File: src/rtl/fetch_queue.sv
// fetch_queue: instruction fetch stage with a circular prefetch FIFO.
//
// Presents the fetch PC to a combinational instruction ROM. Each returned word
// is captured together with its PC into a DEPTH-entry FIFO. Instructions are
// handed to the consumer over a valid/ready handshake. A redirect flushes the
// queue and restarts fetching at a new word-aligned PC.
//
// Optional feature: define FETCH_QUEUE_BYPASS_EN to let an empty queue forward
// rom_data straight to the output in the same cycle it is fetched.
//
// Ports:
//   clk          in   clock, all state changes on the rising edge
//   rst          in   synchronous active-high reset
//   rom_addr     out  current fetch PC
//   rom_data     in   instruction word at rom_addr, same cycle
//   out_valid    out  out_instr/out_pc carry a valid instruction
//   out_ready    in   consumer accepts the instruction this cycle
//   out_instr    out  head instruction, 0 when not valid
//   out_pc       out  PC of out_instr, 0 when not valid
//   redirect     in   flush queue and restart fetch at redirect_pc
//   redirect_pc  in   new fetch PC, bits [1:0] ignored
//   count        out  occupied entries, 0..DEPTH
module fetch_queue #(
  parameter int unsigned DEPTH    = 4,
  parameter logic [31:0] RESET_PC = 32'h0000_0000
) (
  input  logic                       clk,
  input  logic                       rst,
  output logic [31:0]                rom_addr,
  input  logic [31:0]                rom_data,
  output logic                       out_valid,
  input  logic                       out_ready,
  output logic [31:0]                out_instr,
  output logic [31:0]                out_pc,
  input  logic                       redirect,
  input  logic [31:0]                redirect_pc,
  output logic [$clog2(DEPTH):0]     count
);

  localparam int unsigned AW = $clog2(DEPTH);
  localparam int unsigned CW = AW + 1;

  logic [31:0]   fetch_pc_q, fetch_pc_d;
  logic [AW-1:0] head_q, head_d;
  logic [AW-1:0] tail_q, tail_d;
  logic [CW-1:0] count_q, count_d;

  logic [31:0] mem_pc_q    [DEPTH];
  logic [31:0] mem_instr_q [DEPTH];

  logic empty;
  logic byp;       // output is being fed straight from the ROM
  logic byp_take;  // forwarded word consumed directly, never stored
  logic pop;
  logic push;
  logic wr;
  logic rd;

  always_comb begin
    empty = (count_q == '0);
`ifdef FETCH_QUEUE_BYPASS_EN
    byp = empty & ~redirect;
`else
    byp = 1'b0;
`endif
    out_valid = ~redirect & (~empty | byp);
    out_instr = '0;
    out_pc    = '0;
    if (out_valid) begin
      if (byp) begin
        out_instr = rom_data;
        out_pc    = fetch_pc_q;
      end else begin
        out_instr = mem_instr_q[head_q];
        out_pc    = mem_pc_q[head_q];
      end
    end

    pop      = out_valid & out_ready;
    byp_take = byp & out_ready;
    push     = ~redirect & ((count_q < CW'(DEPTH)) | pop);
    // A bypassed transfer advances fetch but touches neither pointer.
    wr       = push & ~byp_take;
    rd       = pop & ~byp_take;
  end

  always_comb begin
    fetch_pc_d = fetch_pc_q;
    head_d     = head_q;
    tail_d     = tail_q;
    count_d    = count_q;
    if (redirect) begin
      fetch_pc_d = {redirect_pc[31:2], 2'b00};
      head_d     = '0;
      tail_d     = '0;
      count_d    = '0;
    end else begin
      if (push) begin
        fetch_pc_d = fetch_pc_q + 32'd4;
      end
      if (wr) begin
        tail_d = tail_q + AW'(1);
      end
      if (rd) begin
        head_d = head_q + AW'(1);
      end
      count_d = count_q + CW'(wr) - CW'(rd);
    end
  end

  always_ff @(posedge clk) begin
    if (rst) begin
      fetch_pc_q <= RESET_PC;
      head_q     <= '0;
      tail_q     <= '0;
      count_q    <= '0;
    end else begin
      fetch_pc_q <= fetch_pc_d;
      head_q     <= head_d;
      tail_q     <= tail_d;
      count_q    <= count_d;
    end
  end

  // Storage needs no reset; entries are only read once written.
  always_ff @(posedge clk) begin
    if (!rst && wr) begin
      mem_pc_q[tail_q]    <= fetch_pc_q;
      mem_instr_q[tail_q] <= rom_data;
    end
  end

  assign rom_addr = fetch_pc_q;
  assign count    = count_q;

endmodule

File: config.mk
export PLATFORM = sky130hd
export DESIGN_NAME = fetch_queue
export DESIGN_NICKNAME = d
export VERILOG_FILES = /design/src/rtl/fetch_queue.sv
export SDC_FILE = /design/constraint.sdc
export NUM_CORES = 1
export LEC_CHECK = 0
export CORE_UTILIZATION = 50
export DETAILED_ROUTE_END_ITERATION = 16
export GPL_TIMING_DRIVEN = 0
export PLACE_DENSITY = 0.79
export SETUP_SLACK_MARGIN = 0.4
export SYNTH_ARGS = -nofsm -noshare
export SYNTH_HDL_FRONTEND = slang
export SYNTH_SLANG_ARGS = --single-unit
File: constraint.sdc
create_clock -name clk -period 4.1 [get_ports clk]
set_input_delay 0.82 -clock clk [delete_from_list [all_inputs] [get_ports clk]]
set_output_delay 0.82 -clock clk [all_outputs]
set_load 0.01 [all_outputs]
## Yosys cells after proc, flatten, opt, wreduce, memory -nomap -nowiden

Memories as Yosys holds them, arrays and structs flattened. A register that Yosys moved wholly into a read port is not among the register bits.
Index checks and enable logic that the tools add are counted.

- Input port bits: 68
- Memory bits (writable): 256
- Output and inout bits: 100
- Memories: 2
- Register bits: 39

Memory list:

| memory | words | bits a word | rd ports | clocked after memory_dff | wr ports | RTL line | text |
|---|---|---|---|---|---|---|---|
| mem_instr_q | 4 | 32 | 1 | 1 | 1 | 49 | `logic [31:0] mem_instr_q [DEPTH];` |
| mem_pc_q | 4 | 32 | 1 | 1 | 1 | 48 | `logic [31:0] mem_pc_q [DEPTH];` |

- Reductions and logical operators: 5
- Add/subtract/negate cells: 5
- Multiplexer cells: 10
- Bitwise gates (word level): 6
- Magnitude comparators: 1

Operator list:

| cell | number |
|---|---|
| $mux W32 | 4 |
| $add A32 B3 Y32 const B | 1 |
| $mux W2 | 4 |
| $add A2 B1 Y2 const B | 2 |
| $add A3 B1 Y3 | 1 |
| $and A1 B1 Y1 | 3 |
| $logic_not A3 Y1 | 1 |
| $lt A3 B3 Y1 const B | 1 |
| $sub A3 B1 Y3 | 1 |
| $mux W1 | 2 |
| $not A1 Y1 | 2 |
| $reduce_bool A2 Y1 | 1 |
| $reduce_or A2 Y1 | 1 |
| $logic_and A1 B1 Y1 | 1 |
| $logic_not A1 Y1 | 1 |
| $or A1 B1 Y1 | 1 |

## Logic depth before layout (Yosys ltp)

Gate-level depths: netlist of run 1.

- Word-level depth: 9
- Mapped depth: 12
- Mapped depth without buffers: 10

## Worst setup path after synthesis of run 1

No wires, ideal clock.

- Kind: input -> register
- Start: in redirect
- End: mem mem_instr_q[0][0] (enable)
- Buffers on the path: 1
- Slack: 708 ps
- Arrival: 2,965 ps
- Stages on the path: 4
- Path through: nand2b_1 > buf_2 > nand2_1 > and3_1

- Word-level cells in the longest chain between the ends: 8

Ends and longest elaborated chain:

| element | RTL line | text |
|---|---|---|
| from (decl) | 35 | `input logic redirect,` |
| $not A1 Y1 * | 66, 81 |  |
| $and A1 B1 Y1 | 66 | `out_valid = ~redirect & (~empty \| byp);` |
| $and A1 B1 Y1 | 79 | `pop = out_valid & out_ready;` |
| $or A1 B1 Y1 | 81 | `push = ~redirect & ((count_q < CW'(DEPTH)) \| pop);` |
| $and A1 B1 Y1 * | 81 |  |
| $logic_and A1 B1 Y1 * | 127 | `if (!rst && wr) begin` |
| $mux W1 * | 127 |  |
| $mux W1 (implied by the code) * | 129 | `mem_instr_q[tail_q] <= rom_data;` |
| to (decl) | 49 |  |

Every way passes the cells marked *; elsewhere a longest branch is shown, timed or not.

==> impl_metrics.toml, run 1 <==
[worst_setup_path]
worstPathArrival_ns = 2.77
cp-end-kind = "output port"
path_class = "reg2out"
reg2reg_slack_ns = 1.45
worstPathCellList = "clkbuf_2 > buf_2 > mux4_2 > and2_1 > clkdlybuf4s50_1"
worstSetupStartpointType = "flip-flop"
reg2reg_from = "count[2]"
slowest_stage = "mux4_2"
critPathBufInv = 3
max_stage_delay_ns = 0.56
r2r_cells = 11
crit_fanout = 10
worstSetupPathDepth = 5
r2r_end = "count[2]"
critPathTopFamily = "buffers and inverters"
crit_required_ns = 3.28

[route]
route.detailed.drc = 0
vias_per_cell = 5.65
wirelength_um = 26100
routedWlPerCell_um = 21.3
ant_nets = 0
first_iter_violations = 471
dr.pass1.iters = 5
via_count = 6928

[floorplan]
core_mm2 = 0.0228
initial_core_util_pct = 51.5
rows = 55
dieHeight_um = 155
dieWidth_um = 155
die_area_mm2 = 0.0241
io_pins = 168

[hold_path]
holdPathStages = 2
hold_path_end = "tail_q[1]"
worstHoldStart = "tail_q[1]"
min_path_type = "reg2reg"

[sta]
slew_headroom_pct = 46.1
drv_slew = 0
tightest_slew_ns = 0.804
fin_crit_sh_pct = 87.5
rsz0062_at_grt = "yes"
setup_ws_ns = 0.514
fmax_mhz = 279
clock_skew_ns = 0.0115
setup_viol_count_final = 0
fin_crit_ns = 3.59
hold_viol_final = 0

[cells_and_area]
num_antenna_cells = 0
areaGrowthSynthToFinish_pct = 27.0
nNetsFinal = 967
fin_area_mm2 = 0.0149
drive_gt1_share_pct = 17.6

[synthesis]
synthArstFlopShare_pct = 0
yosys_register_bits = 287
avgSynthCellArea_um2 = 17.0
yosysSeqAreaShare_pct = 70.0
synth_xor_area_share_pct = 0.894
syn_area_mm2 = 0.0118
synth_top_family_by_area = "multiplexers"
yosys_warnings = 0
synthAdderAreaFrac_pct = 0.915
synth_mux_area_share_pct = 11.9
synth_simple_gate_area_share_pct = 9.23
ys_dominant_reg_cell = "edfxtp_1"
yosysUniqueCellTypes = 50
synth_compound_area_share_pct = 4.82
synthCells = 691
synth_edf_count = 248

[flow_run]
drv_cap = 0

[placement]
dpl_cell_area_mm2 = 0.0139
port_buffers = 161
globalplace.congestion = 0.894
dp.final_hpwl_um = 16700
dp_slack_ns = -0.313

[pwr]
power_uw = 6350
ir_worst_vdd_mv = 0.325
p_leak_uw = 0.00486
p_per_area_mw_per_mm2 = 426

[clock_network]
clock_latency_ns = 0.54
cts.sinks = 287
h-tree-depth = 1
clk_pin_slew_ns = 0.06
cts_buffer_depth = 3
cts_buffers = 29
cts_root_buf = "clkbuf_16"
cts_tree = "yes"
holdBufCountCts = 0

[global_routing]
antenna_found_initial = 0
grt_util_all_layers_pct = 22.3
overflow = 0
grt_pass1_wl_um = 40200
grt_max_degree = 57
first_global_vias = 7010

[outcome]
outcome = "finished, final reports clean"
## layout make-up
class	instances	area, um^2
multi-input combinational	348	3310
clock inverter	14	129
sequential	287	8230
fill	1643	7920
timing repair buffer	166	1740
tap	313	392
clock buffer	40	831
buffer	42	233
inverter	17	63.8
## per-stage QoR
step	hold WS (ns)	utilization, %	instances	setup TNS, ns
after global routing	0.552	65.3	1227	0
after floorplan	0.476	-	694	0
after global placement	0.489	60.3	1168	-285.14
after CTS	0.506	65.1	1226	0
final	0.504	65.3	1227	0
after detailed placement	0.497	60.8	1172	-8.08
## worst max path at each step
stage                          from  slack, ns                 end
after floorplan            redirect       0.71   mem_instr_q[0][0]
after global placement    out_ready      -1.15  mem_instr_q[1][21]
after detailed placement   redirect      -0.31       out_instr[22]
after CTS                  redirect       0.40       out_instr[17]
after global routing      flip-flop       0.37       out_instr[11]
final                     flip-flop       0.51       out_instr[13]
## kinds of logic after synthesis
logic type / count (synthesis)
flip-flops: 287
AND/OR/NAND/NOR: 191
AO/OA/AOI/OAI: 71
multiplexers: 62
buffers and inverters: 59
XOR/XNOR: 12
adder cells (fa/ha/maj): 8
other: 1
## cell usage after synthesis (all sizes together) (6+ instances only)
cell type | number | area, um^2
nor4 | 6 | 37.5
a211oi | 11 | 82.6
a311oi | 6 | 52.6
dfxtp | 39 | 781
buf | 20 | 116
and3 | 12 | 76.3
clkbuf | 22 | 82.6
or3 | 6 | 37.5
nand3 | 13 | 65.1
edfxtp | 248 | 7450
and4 | 12 | 105
a2111oi | 7 | 93.9
nand2 | 22 | 85.1
ha | 7 | 87.6
nor3 | 11 | 55.1
inv | 15 | 56.3
nor2 | 27 | 101
xnor2 | 10 | 87.6
a21oi | 10 | 50.1
and2 | 64 | 400
mux4 | 62 | 1400
nand4 | 10 | 68.8
o21ai | 12 | 60.1
## worst min-delay path, cell delays in order (launching register included)
cell	delay [ns]
dfxtp_1	0.33
nand3_1	0.07
a21oi_1	0.05
## power breakdown
group	switching [uW]	internal, uW	leakage [uW]
Sequential	73.7	3260	0.00259
Clock	1040	1540	0.000473
Combinational	204	233	0.00179
Total	1320	5030	0.00486
## registers in the layout, indices dropped and copies added, names as in the netlist, named ones only
register     cells
mem_instr_q    128
rom_addr        30
mem_pc_q       120
head_q           2
tail_q           2
count            3
## cells in the final DEF (no fill, tap or decap), types with 5 or more instances in the layout
cell and count:
clkinv_1 5, nand4_1 9, buf_4 6, and3_1 7
clkbuf_2 17, nor2_1 26, nor3_1 10, edfxtp_1 248
ha_1 7, dfxtp_1 39, or3_1 6, a211oi_1 11
nor4_1 6, and2_1 64, xnor2_1 10, and4_1 12
clkbuf_16 29, nand2_1 21, mux4_2 62, clkdlybuf4s50_1 161
inv_1 15, clkbuf_1 11, o21ai_0 12, a21oi_1 10
clkbuf_4 6, nand3_1 13, clkbuf_8 6, a311oi_1 6
## layer usage
metal  share of wire, %  global-route usage, %  up-vias  wire length [um]
li1                   -                      -     3153                 -
met1                 41                   30.6     3420             10700
met2                 49                   36.0      303             12900
met3                7.2                   3.70       52              1890
met4                2.7                   8.12        0               706
met5                  0                      0        -                 0
## what timing repair did
item / in CTS / in global routing
endpoints found under the setup margin: 63 / 52
gates resized for setup: 15 / 10
pin swaps: 0 / 1
setup buffers: 0 / 1
Power figures use the tool's default switching activity.
==> run 2, diff against run 1 <==
--- a/config.mk
+++ b/config.mk
@@ -6,4 +6,5 @@
 export NUM_CORES = 1
 export LEC_CHECK = 0
+export CAP_MARGIN = 20
 export CORE_UTILIZATION = 50
 export DETAILED_ROUTE_END_ITERATION = 16
==> constraint.sdc (replaced) <==
create_clock -name clk -period 4.1 [get_ports clk]
set_input_delay 0.82 -clock clk [delete_from_list [all_inputs] [get_ports clk]]
set_output_delay 0.82 -clock clk [all_outputs]
set_load 0.005 [all_outputs]
==> impl_metrics.toml, run 2 (same netlist as run 1, synthesis figures left out) <==
[outcome]
outcome = "finished, final reports clean"

[placement]
port_buffers = 161
globalplace.congestion = 0.894
dp_slack_ns = -0.278
dp.final_hpwl_um = 16700

[cells_and_area]
final_common_cell = "edfxtp_1"
largest_register = "mem_instr_q"
utilization_pct = 65.2
largest_reg_flops = 128
num_antenna_cells = 0
layout_common_cells = "edfxtp_1, clkdlybuf4s50_1, and2_1"
drive_gt1_share_pct = 17.6
nNetsFinal = 967
areaGrowthSynthToFinish_pct = 26.8

[sta]
rsz0062_at_grt = "yes"
fmax_mhz = 281
setup_tns_ns = 0
drv_slew = 0
hold_viol_final = 0
tightest_slew_ns = 0.765
slew_headroom_pct = 48.7
fin_crit_sh_pct = 86.7
setup_ws_ns = 0.544
fin_crit_ns = 3.56
setup_viol_count_final = 0
clock_skew_ns = 0.0117

[floorplan]
dieWidth_um = 155
die_area_mm2 = 0.0241
rows = 55
core_mm2 = 0.0228
initial_core_util_pct = 51.5
io_pins = 168
dieHeight_um = 155

[route]
wirelength_um = 26400
vias_per_cell = 5.69
ant_nets = 0
route.detailed.drc = 0
routedWlPerCell_um = 21.5
dr.pass1.iters = 5
via_count = 6982
first_iter_violations = 452

[pwr]
power_frac_comb_pct = 6.6
p_seq_share_pct = 52.6
ir_worst_vdd_mv = 0.328
p_leak_uw = 0.00485
clock_power_share_pct = 40.8
p_int_uw = 5030
p_per_area_mw_per_mm2 = 425
switchingPower_uw = 1310
netSwitchingFraction_pct = 20.6

[global_routing]
first_global_vias = 7011
antenna_found_initial = 0
overflow = 0
grt_pass1_wl_um = 40200
grt_max_degree = 57
grt_util_all_layers_pct = 22.3

[clock_network]
clock_latency_ns = 0.54
cts_tree = "yes"
clk_pin_slew_ns = 0.06
cts_buffer_depth = 3
post-cts-setup-buffers = 0
h-tree-depth = 1
cts_buffers = 29
cts_root_buf = "clkbuf_16"
cts.sinks = 287

[flow_run]
drv_cap = 0

[hold_path]
min_path_type = "reg2reg"

[worst_setup_path]
worstSetupStartpointType = "input port"
path_class = "in2out"
worstPathArrival_ns = 2.74
crit_fanout = 11
cp-end-kind = "output port"
crit_required_ns = 3.28
[run 2: cell types whose count changed in the layout (fill, tap and decap cells not counted), sizes merged]
cell    previous run  this run
clkbuf            69        67
nor2              27        28
buf               18        19
[run 2: layer usage]
layer  wire length [um]  track usage [%]  share of wire [%]
met5                  0                0                  0
met4                686             8.12                2.6
met3               1910             3.70                7.2
met2              13000             36.0                 49
met1              10800             30.6                 41
[run 2: cell type report]
type	count	area, um^2
inverter	17	63.8
sequential	287	8230
buffer	42	228
fill	1643	7940
tap	313	392
clock inverter	14	129
multi-input combinational	349	3310
timing repair buffer	165	1720
clock buffer	40	831
[run 2: what timing repair did]
item | 4_1_cts | 5_1_grt
hold buffers | 0 | 0
pin swaps | 0 | 0
gates cloned | 0 | 1
endpoints found under the setup margin | 63 | 47
gates resized for setup | 12 | 14
[run 2: stage by stage]
stage,instance area [um^2],std cells,hold slack [ns],power (uW)
after floorplan,11800,694,0.476,3540
after global placement,13800,1168,0.489,3790
after detailed placement,13900,1172,0.497,3810
after CTS,14900,1226,0.506,6380
after global routing,14900,1227,0.552,6540
final,14900,1227,0.510,6340
[run 2: worst paths after layout]
| path | cells past startpoint | from | slack [ns] | to |
|---|---|---|---|---|
| max | 6 | redirect | 0.54 | out_instr[17] |
| max reg2reg | 10 | count[2] | 1.40 | count[2] |
| min | 2 | tail_q[1] | 0.51 | tail_q[1] |
| min reg2reg | 2 | tail_q[1] | 0.51 | tail_q[1] |
[run 2: power groups by stage]
| stage | Combinational (uW) | Clock (uW) | Sequential [uW] |
|---|---|---|---|
| floorplan | 172 | 0 | 3370 |
| global placement | 398 | 0 | 3390 |
| detailed placement | 413 | 0 | 3390 |
| CTS | 417 | 2630 | 3330 |
| global route | 452 | 2750 | 3340 |
| finish | 417 | 2590 | 3330 |
[run 2: critical path: stages]
cell and delay [ns]:
clkdlybuf4s50_1 0.40, buf_2 0.23, nor2_2 0.34, clkbuf_2 0.27, and2_1 0.17, clkdlybuf4s50_1 0.50
